[src/rtl/qu_common.sv]
// Shared types and defaults for the Qu pipeline sequencing logic.
package qu_common;

  typedef enum logic [1:0] {
    S_RESET  = 2'd0,
    S_WARMUP = 2'd1,
    S_RUN    = 2'd2,
    S_FLUSH  = 2'd3
  } qu_pipe_state_t;

  localparam int unsigned QU_PIPE_WARMUP_DEFAULT = 20;
  localparam int unsigned QU_PIPE_FLUSH_DEFAULT  = 2;

endpackage

[src/rtl/qu_sat_counter.sv]
// Saturating up-counter: counts cycles with inc high, sticks at all-ones, cleared by rst.
module qu_sat_counter #(
  parameter int unsigned WIDTH = 32
) (
  input  logic             clk,
  input  logic             rst,
  input  logic             inc,
  output logic [WIDTH-1:0] cnt
);

  logic [WIDTH-1:0] cnt_q, cnt_d;

  always_comb begin
    cnt_d = cnt_q;
    if (inc && (cnt_q != '1)) begin
      cnt_d = cnt_q + 1'b1;
    end
  end

  always_ff @(posedge clk) begin
    if (rst) begin
      cnt_q <= '0;
    end else begin
      cnt_q <= cnt_d;
    end
  end

  assign cnt = cnt_q;

endmodule

[src/rtl/qu_pipe_ctrl.sv]
// Qu front-end sequencing: per-stage stalls, scheduler enable, flush timing and
// post-reset warm-up, with saturating stall-cycle counters.
module qu_pipe_ctrl
  import qu_common::*;
#(
  parameter int unsigned WARMUP_CYCLES = QU_PIPE_WARMUP_DEFAULT,
  parameter int unsigned FLUSH_CYCLES  = QU_PIPE_FLUSH_DEFAULT,
  parameter int unsigned CNT_WIDTH     = 32
) (
  input  logic                 clk,
  input  logic                 rst,
  input  logic                 ext_stall,
  input  logic                 if_id_afull,
  input  logic                 id_mp_afull,
  input  logic                 mp_rn_afull,
  input  logic                 rn_res_full,
  input  logic                 flush_req,
  output logic                 if_stall,
  output logic                 id_stall,
  output logic                 mp_stall,
  output logic                 rn_stall,
  output logic                 schedule_en,
  output logic                 flush_o,
  output logic [1:0]           state_o,
  output logic [CNT_WIDTH-1:0] if_stall_cnt,
  output logic [CNT_WIDTH-1:0] id_stall_cnt,
  output logic [CNT_WIDTH-1:0] mp_stall_cnt,
  output logic [CNT_WIDTH-1:0] rn_stall_cnt
);

  localparam int unsigned TMAX = (WARMUP_CYCLES > FLUSH_CYCLES) ? WARMUP_CYCLES : FLUSH_CYCLES;
  localparam int unsigned TW   = $clog2(TMAX + 1);
  localparam logic [TW-1:0] WARM_LAST  = TW'(WARMUP_CYCLES - 1);
  localparam logic [TW-1:0] FLUSH_LAST = TW'(FLUSH_CYCLES - 1);

  qu_pipe_state_t state_q, state_d;
  logic [TW-1:0]  timer_q, timer_d;
  logic           if_stall_q, id_stall_q, mp_stall_q, rn_stall_q;
  logic           if_stall_d, id_stall_d, mp_stall_d, rn_stall_d;
  logic           sched_q, sched_d;
  logic           flush_q, flush_d;
  logic           hold_all;

  always_comb begin
    state_d = state_q;
    timer_d = timer_q;
    case (state_q)
      S_RESET: begin
        state_d = S_WARMUP;
        timer_d = '0;
      end
      S_WARMUP: begin
        if (flush_req) begin
          state_d = S_FLUSH;
          timer_d = '0;
        end else if (timer_q == WARM_LAST) begin
          state_d = S_RUN;
          timer_d = '0;
        end else begin
          timer_d = timer_q + 1'b1;
        end
      end
      S_RUN: begin
        if (flush_req) begin
          state_d = S_FLUSH;
          timer_d = '0;
        end
      end
      S_FLUSH: begin
        if (flush_req) begin
          timer_d = '0;
        end else if (timer_q == FLUSH_LAST) begin
          state_d = S_RUN;
          timer_d = '0;
        end else begin
          timer_d = timer_q + 1'b1;
        end
      end
      default: begin
        state_d = S_RESET;
        timer_d = '0;
      end
    endcase
  end

  // Outputs are decoded from the next state so they stay aligned with state_o.
  always_comb begin
    hold_all   = (state_d == S_FLUSH);
    if_stall_d = hold_all | ext_stall | if_id_afull;
    id_stall_d = hold_all | ext_stall | id_mp_afull;
    mp_stall_d = hold_all | ext_stall | mp_rn_afull | rn_res_full;
    rn_stall_d = hold_all | ext_stall | rn_res_full;
    sched_d    = (state_d == S_RUN) & ~ext_stall;
    flush_d    = hold_all;
  end

  always_ff @(posedge clk) begin
    if (rst) begin
      state_q    <= S_RESET;
      timer_q    <= '0;
      if_stall_q <= 1'b1;
      id_stall_q <= 1'b1;
      mp_stall_q <= 1'b1;
      rn_stall_q <= 1'b1;
      sched_q    <= 1'b0;
      flush_q    <= 1'b0;
    end else begin
      state_q    <= state_d;
      timer_q    <= timer_d;
      if_stall_q <= if_stall_d;
      id_stall_q <= id_stall_d;
      mp_stall_q <= mp_stall_d;
      rn_stall_q <= rn_stall_d;
      sched_q    <= sched_d;
      flush_q    <= flush_d;
    end
  end

  assign if_stall    = if_stall_q;
  assign id_stall    = id_stall_q;
  assign mp_stall    = mp_stall_q;
  assign rn_stall    = rn_stall_q;
  assign schedule_en = sched_q;
  assign flush_o     = flush_q;
  assign state_o     = state_q;

  qu_sat_counter #(.WIDTH(CNT_WIDTH)) u_if_cnt (
    .clk(clk), .rst(rst), .inc(if_stall_q), .cnt(if_stall_cnt)
  );
  qu_sat_counter #(.WIDTH(CNT_WIDTH)) u_id_cnt (
    .clk(clk), .rst(rst), .inc(id_stall_q), .cnt(id_stall_cnt)
  );
  qu_sat_counter #(.WIDTH(CNT_WIDTH)) u_mp_cnt (
    .clk(clk), .rst(rst), .inc(mp_stall_q), .cnt(mp_stall_cnt)
  );
  qu_sat_counter #(.WIDTH(CNT_WIDTH)) u_rn_cnt (
    .clk(clk), .rst(rst), .inc(rn_stall_q), .cnt(rn_stall_cnt)
  );

endmodule

[config.mk]
export PLATFORM = sky130hd
export DESIGN_NAME = qu_pipe_ctrl
export DESIGN_NICKNAME = d
export VERILOG_FILES = /design/src/rtl/qu_common.sv /design/src/rtl/qu_sat_counter.sv /design/src/rtl/qu_pipe_ctrl.sv
export SDC_FILE = /design/constraint.sdc
export NUM_CORES = 1
export LEC_CHECK = 0
export BUFFER_PORTS_ARGS = -buffer_cell sky130_fd_sc_hd__buf_4
export CAP_MARGIN = 0
export CORE_MARGIN = 2
export CORE_UTILIZATION = 51
export DETAILED_ROUTE_END_ITERATION = 16
export GPL_TIMING_DRIVEN = 0
export PLACE_DENSITY_LB_ADDON = 0.1
export SKIP_CTS_REPAIR_TIMING = 1
export SLEW_MARGIN = 20
export SYNTH_ARGS = -nofsm -noshare
export SYNTH_HDL_FRONTEND = slang
export SYNTH_SLANG_ARGS = --single-unit
[constraint.sdc]
create_clock -name clk -period 4.6 [get_ports clk]
set_clock_uncertainty 0.2 [all_clocks]
set_input_delay 0.23 -clock clk [delete_from_list [all_inputs] [get_ports clk]]
set_output_delay 0.23 -clock clk [all_outputs]
set_load 0.005 [all_outputs]
# After elaboration in Yosys (flattened, before gate mapping)
# Index checks and enable logic that the tools add are counted.
dict set report word_totals {
  ff_bits 141
  output_inout_bits 136
  elab_cells 54
}
dict set report classes {
  n_addsub 5
  n_eq_ne 12
  muxes 12
  bitwise 8
  reduce_logical 5
}
# op n
set ops {}
lappend ops {{32-bit by 1-bit adder with 32-bit output (second input constant)} 4}
lappend ops {{32-bit inequality test (second input constant)} 4}
lappend ops {{5-bit two-way mux} 5}
lappend ops {{5-bit case mux with 4 select lines} 1}
lappend ops {{2-bit two-way mux} 5}
lappend ops {{2-bit equality test (second input constant)} 4}
lappend ops {{2-bit case mux with 4 select lines} 1}
lappend ops {{1-bit OR} 6}
lappend ops {{5-bit by 1-bit adder with 5-bit output (second input constant)} 1}
lappend ops {{5-bit by 1-bit equality test with 1-bit output (second input constant)} 1}
lappend ops {{5-bit equality test (second input constant)} 1}
lappend ops {{1-bit logical AND} 4}
lappend ops {{2-bit by 1-bit equality test with 1-bit output (second input constant)} 1}
lappend ops {{2-bit zero test} 1}
lappend ops {{2-bit inequality test (second input constant)} 1}
lappend ops {{1-bit AND} 1}
lappend ops {{1-bit NOT} 1}

# Longest topological paths before layout
# Gate-level depths: netlist (run 1).
dict set report logic_depth {
  word_depth 8
  mapped_depth 7
  depth_no_buf 7
}

# Cells and area by module
# From an unflattened synthesis (run 1), not the netlist that was laid out.
dict set report hier_totals {
  cells_unflattened 858
  hier_area_um2 7282.0
}
# module n_inst cells_each area_each_um2
set modules_own_cells {}
lappend modules_own_cells {qu_sat_counter 4 199 1674.1}
lappend modules_own_cells {qu_pipe_ctrl 1 62 585.6}

# Least setup slack after synthesis (run 1)
# No wires, ideal clock.
dict set report synth_timing {
  path_kind {reg-to-reg}
  start {register u_if_cnt.cnt_q[20], in the netlist u_if_cnt.cnt[20]}
  end {register u_if_cnt.cnt_q[26], in the netlist u_if_cnt.cnt[26]}
  setup_ns 0.070
  arrival_ns 2.184
  slack_ns 2.145
  path_stages_with_launch 8
  path_buffers 2
  cell_sequence {dfxtp_1 > nand4_2 > or4_4 > buf_6 > or4b_1 > buf_2 > or3_1 > a21oi_1}
}
dict set report synth_between {
  elab_chain_len 2
  word_cells_on_any_way 3
  cone_classes {add/sub (1); eq/ne (1); reduce/logical (1)}
}
# item line_no
set synth_lines {}
lappend synth_lines {{start: declaration} qu_sat_counter.sv:11} ;# logic [WIDTH-1:0] cnt_q, cnt_d;
lappend synth_lines {{start signal: assignment} qu_sat_counter.sv:24} ;# cnt_q <= cnt_d;
lappend synth_lines {{parallel branches: the longest is 2 deep, another holds 32-bit by 1-bit adder with 32-bit output} -}
# Several ways; the timed one is not identified.
# A chain may end at the register's enable or synchronous reset.

# Worst setup path after layout (run 1)
dict set report layout_timing {
  start {register u_rn_cnt.cnt_q[12], in the netlist u_rn_cnt.cnt[12]}
  end {register u_rn_cnt.cnt_q[15], in the netlist u_rn_cnt.cnt[15]}
}
dict set report layout_between {
  elab_chain_len 2
  word_cells_on_any_way 3
  cone_classes {add/sub (1); eq/ne (1); reduce/logical (1)}
}
# item line_no
set layout_lines {}
lappend layout_lines {{start: declaration} qu_sat_counter.sv:11}
lappend layout_lines {{start signal: assignment} qu_sat_counter.sv:24}
lappend layout_lines {{parallel branches: the longest is 2 deep, another holds 32-bit by 1-bit adder with 32-bit output} -}
# Several ways; the timed one is not identified.

==> results of run 1 <==
placed cells by master, fill, tap and decap left out, types with 23 or more instances in the layout:
| master | n |
|---|---|
| nand3_1 | 47 |
| or3_1 | 43 |
| dfxtp_1 | 141 |
| nand4_1 | 34 |
| o21ai_0 | 45 |
| nor2_1 | 84 |
| a21oi_1 | 65 |
| nand2_1 | 51 |
| and4_1 | 23 |
| clkbuf_1 | 35 |
| xnor2_1 | 27 |
| buf_4 | 143 |
power by group:
part	switching (uW)	leakage, uW	internal (uW)
registers	24.9	0.00114	1240
clock network	482	0.000261	763
logic	66.5	0.00177	50.5
path summary, 6_finish.rpt:
check | from | end | slack (ns)
worst min register to register | u_id_cnt.cnt[23] | u_id_cnt.cnt[23] | 0.30
worst max register to register | u_rn_cnt.cnt[12] | u_rn_cnt.cnt[15] | 1.68
worst min-delay path | rst | u_mp_cnt.cnt[11] | 0.03
worst max-delay path | u_rn_cnt.cnt[12] | u_rn_cnt.cnt[15] | 1.68
worst min-delay path, cell delays in order:
cell,delay [ns]
buf_4,0.14
nor2b_1,0.10
mux2_2,0.14
final cells by class:
type | instances | area, um2
Fill cell | 1183 | 4430
Multi-Input combinational cell | 647 | 3990
Sequential cell | 141 | 2820
Timing Repair Buffer | 150 | 1140
Clock buffer | 27 | 523
Tap cell | 176 | 220
Buffer | 36 | 146
Inverter | 17 | 63.8
Clock inverter | 1 | 5.00
cell families after synthesis:
| kind of cell | synth area share [%] |
|---|---|
| mux | 2.48 |
| flops | 40.2 |
| compound gates | 16.7 |
| simple gates | 30.8 |
| fa+ha+maj | 1.07 |
| xor+xnor | 5.74 |
| buf+inv | 2.99 |
metal layers:
metal | global-route usage, % | share of wire [%] | wire, um | vias to the layer above
met2 | 37.8 | 46 | 8430 | 207
li1 | - | - | - | 3476
met4 | 6.32 | 0.76 | 139 | 0
met3 | 5.83 | 5.9 | 1090 | 17
met1 | 34.3 | 47 | 8680 | 3314
met5 | 0 | 0 | 0 | -
registers in the layout, summed over array words and instances (netlist names):
name	flops
schedule_en	1
u_id_cnt.cnt	32
u_mp_cnt.cnt	32
rn_stall	1
mp_stall	1
state_o	2
timer_q	5
flush_o	1
u_if_cnt.cnt	32
if_stall	1
u_rn_cnt.cnt	32
id_stall	1
per-stage QoR:
step | area, um2 | hold WS [ns] | setup slack, ns | util (%)
finish | 8920 | 0.0288 | 1.68 | 66.8
detailed placement | 8320 | 0.220 | 1.77 | 62.3
global route | 8920 | 0.0435 | 1.46 | 66.8
floorplan | 7020 | 0.132 | 2.15 | -
global placement | 8320 | 0.217 | 1.72 | 62.3
CTS | 8850 | -0.215 | 1.73 | 66.3
==> results.yml, run 1 <==
synthesis:
  syn-num-nets: 855
  synth_top_area_cell: "dfxtp_1"
  synth_top_area_share_pct: 40.2
  yosys-top-cells-count: "141 x dfxtp_1, 84 x nor2_1, 65 x a21oi_1, 51 x nand2_1, 47 x nand3_1"
  yosysMostFrequentCell: "dfxtp_1"
  yosysWarnings: 0
  async_reset_ff_share_pct: 0
  synth_seq_area_share_pct: 40.2
  syn_area_per_cell_um2: 8.35
  ys.flop_type: "dfxtp_1"
  syn_area_um2: 7020
  synth_edf_count: 0
  synth_area_leaders: "dfxtp_1 40%, a21oi_1 4.6%, nor2_1 4.5%"
  postSynthCellCount: 841
  synth.distinct_cells: 59
  ys_ff_latch: 141
sta:
  rsz0062_at_grt: "false"
  drv_slew: 0
  fmax_mhz: 343
  period_share_pct: 63.4
  hold_viol_final: 0
  tightest_slew_ns: 0.844
  finalSetupTns_ns: 0
  setup_violations: 0
  period_needed_ns: 2.92
  relSlewSlack_pct: 43.3
setup_path:
  path_depth: 7
  endpoint_kind: "register"
  ff2ff_path_depth: 7
  crit_family: "compound AO/OA/AOI/OAI gates"
  cp.arrival_ns: 3.06
  cp_cell_sequence: "and4_1 -> clkbuf_1 -> nand4_1 -> o31ai_2 -> clkbuf_1 -> o21ai_0 -> a21oi_1"
  path_buf_inv: 2
  slowest_stage: "o31ai_2"
  cp_common_cell: "clkbuf_1"
  worstSetupPathType: "reg -> reg"
  worstPathMaxFanout: 10
  crit_path_start_kind: "register"
  required_ns: 4.74
  slowest_delay_ns: 0.74
power_and_ir_drop:
  power.density_nw_per_um2: 294
  p_leak_uw: 0.00317
  finalPower_uw: 2620
  peakVddDrop_mv: 0.230
routing:
  drt_iter0_drc: 537
  ant_nets: 0
  firstDrtPassIters: 5
  drcViolationCount: 0
  viasPerCell: 5.87
  dr_total_vias: 7014
  drt_wl_total_mm: 18.3
  wl_per_cell_um: 15.3
global_routing:
  grt.total_usage_pct: 24.5
  grt_pass1_wl_mm: 29.0
  grt_max_degree: 17
  grt-ovfl-total: 0
  grt_pass1_vias: 5894
  antenna_found_initial: 0
floorplan:
  fp.dieH_um: 121
  fp.dieArea_um2: 14700
  dieWidth_um: 121
  core-area_um2: 13300
  io-pin-count: 144
  rows: 42
  start_util_pct: 52.6
clocking:
  cts.sinks: 141
  ctsLongestPathBuffers: 2
  numCtsBuffers: 17
  cts_tree: "yes"
  ctsHtreeMaxLevel: 4
  clkLatencyLatePin_ns: 0.42
  path_clk_slew_ns: 0.05
  root_buffer: "clkbuf_16"
finish:
  area_growth_pct: 26.9
  nets: 1024
  fin_cells: 1195
  diodes: 0
  drive_gt1_share_pct: 20.1
placed_design:
  port_buffers: 143
  finalWeightedCongestion: 0.865
  dpl.hpwl_mm: 13.0
  dp.cells: 1160
hold_path:
  hold_class: "in -> reg"
  hold_path_depth: 3
outcome:
  status: "completed"
flow_run:
  maxCapViolCount: 0
Note: power is estimated with default switching activity, not from simulation.
==> run 2, diff against run 1 <==
==> constraint.sdc (replaced) <==
create_clock -name clk -period 3 [get_ports clk]
set_clock_uncertainty 0.2 [all_clocks]
set_input_delay 0.15 -clock clk [delete_from_list [all_inputs] [get_ports clk]]
set_output_delay 0.15 -clock clk [all_outputs]
set_load 0.005 [all_outputs]
==> run 2 against run 1 <==
Clock power grew 54%; routed wire length hardly changed; cell area is 0.38% higher; critical path type unchanged; critical endpoint unchanged; register-to-register slack lost 1.5 ns; worst hold slack better by 0.24 ns.
==> results.yml, run 2 (synthesis results as in run 1) <==
power_and_ir_drop:
  switchingPower_uw: 879
  finalPower_uw: 4020
  power.density_nw_per_um2: 450
  pwr-share-seq_pct: 48.1
  switching_share_pct: 21.8
  p_leak_uw: 0.00319
  peakVddDrop_mv: 0.353
  pwr-share-comb_pct: 4.5
  pwr-share-clk_pct: 47.4
  p_int_uw: 3150
global_routing:
  antenna_found_initial: 0
  grt_pass1_vias: 5894
  grt-ovfl-total: 0
  grt_max_degree: 17
  grt.total_usage_pct: 24.5
  grt_pass1_wl_mm: 29.0
clocking:
  cts.sinks: 141
  ctsHtreeMaxLevel: 4
  root_buffer: "clkbuf_16"
  numCtsBuffers: 17
  clkLatencyLatePin_ns: 0.42
  ctsLongestPathBuffers: 2
  cts_tree: "yes"
  path_clk_slew_ns: 0.05
sta:
  setup_violations: 0
  fmax_mhz: 360
  period_share_pct: 92.5
  finalSetupTns_ns: 0
  rsz0062_at_grt: "false"
  relSlewSlack_pct: 43.3
  tightest_slew_ns: 0.844
  period_needed_ns: 2.77
  hold_viol_final: 0
  drv_slew: 0
hold_path:
  hold_class: "in -> reg"
  hold_path_depth: 3
routing:
  ant_nets: 0
  dr_total_vias: 7014
  viasPerCell: 5.86
  firstDrtPassIters: 6
  drt_iter0_drc: 549
  drcViolationCount: 0
  wl_per_cell_um: 15.3
  drt_wl_total_mm: 18.3
setup_path:
  r2r_start: "u_rn_cnt.cnt[12]"
  ff2ff_path_depth: 7
  path_depth: 7
  worstSetupPathType: "reg -> reg"
  r2r_end: "u_rn_cnt.cnt[15]"
  path_buf_inv: 2
  worstPathMaxFanout: 10
  reg2reg_slack_ns: 0.23
  cp-endpoint: "u_rn_cnt.cnt[15]"
  crit_path_start: "u_rn_cnt.cnt[12]"
  cp_common_cell: "clkbuf_1"
  cp.arrival_ns: 2.92
  required_ns: 3.14
  endpoint_kind: "register"
  slowest_delay_ns: 0.58
  cp_cell_sequence: "and4_1 -> clkbuf_1 -> nand4_1 -> o31ai_4 -> clkbuf_1 -> o21ai_0 -> a21oi_1"
  crit_family: "compound AO/OA/AOI/OAI gates"
  crit_path_start_kind: "register"
  slowest_stage: "o31ai_4"
flow_run:
  maxCapViolCount: 0
finish:
  drive_gt1_share_pct: 20.2
  area_growth_pct: 27.4
  nets: 1026
  fillers: 1178
  mostFrequentLayoutCell: "buf_4"
  layout_common_cells: "143 x buf_4, 141 x dfxtp_1, 84 x nor2_1"
  diodes: 0
placed_design:
  port_buffers: 143
  dpl.hpwl_mm: 13.0
  finalWeightedCongestion: 0.865
floorplan:
  dieWidth_um: 121
  core-area_um2: 13300
  rows: 42
  io-pin-count: 144
  fp.dieArea_um2: 14700
  start_util_pct: 52.6
  fp.dieH_um: 121
outcome:
  status: "completed"
-- run 2: power by group through the flow --
stage | registers (uW) | clock network [uW] | logic [uW]
5_1_grt | 1940 | 2010 | 203
6_report | 1940 | 1910 | 181
4_1_cts | 1930 | 1930 | 174
3_5_place_dp | 1970 | 0 | 173
3_3_place_gp | 1970 | 0 | 170
2_1_floorplan | 1970 | 0 | 92.3
-- run 2: cell type report --
class,count,area [um2],area share [%]
Buffer,36,146,1.64
Clock buffer,27,523,5.84
Clock inverter,1,5.00,0.0559
Inverter,17,63.8,0.713
Multi-Input combinational cell,647,4010,44.8
Sequential cell,141,2820,31.5
Tap cell,176,220,2.46
Timing Repair Buffer,152,1160,13.0
-- run 2: worst min path at each step --
stage,start,endpoint,slack [ns]
global placement,mp_rn_afull,mp_stall,0.14
finish,id_mp_afull,id_stall,0.26
detailed placement,id_mp_afull,id_stall,0.14
global route,id_mp_afull,id_stall,0.26
CTS,id_mp_afull,id_stall,-0.29
floorplan,rn_res_full,mp_stall,0.05
-- run 2: worst min-delay path, stage by stage --
cell           delay (ns)
dlygate4sd3_1        0.53
buf_4                0.09
or2_2                0.08
-- run 2: layer usage --
metal  vias to the layer above  share of wire, %  global-route usage, %
met4                         0              0.74                   6.32
met2                       207                46                   37.8
met5                         -                 0                      0
li1                       3487                 -                      -
met1                      3305                47                   34.3
met3                        15               6.0                   5.83
-- run 2: per-stage QoR --
stage	hold WS [ns]	worst slack, ns	cells	util [%]	area, um2
finish	0.265	0.225	1197	67.1	8950
CTS	-0.295	0.132	1188	66.3	8850
detailed placement	0.140	0.171	1160	62.3	8320
floorplan	0.0523	0.545	841	-	7020
global placement	0.137	0.117	1160	62.3	8320
global route	0.261	0.00741	1197	67.1	8950
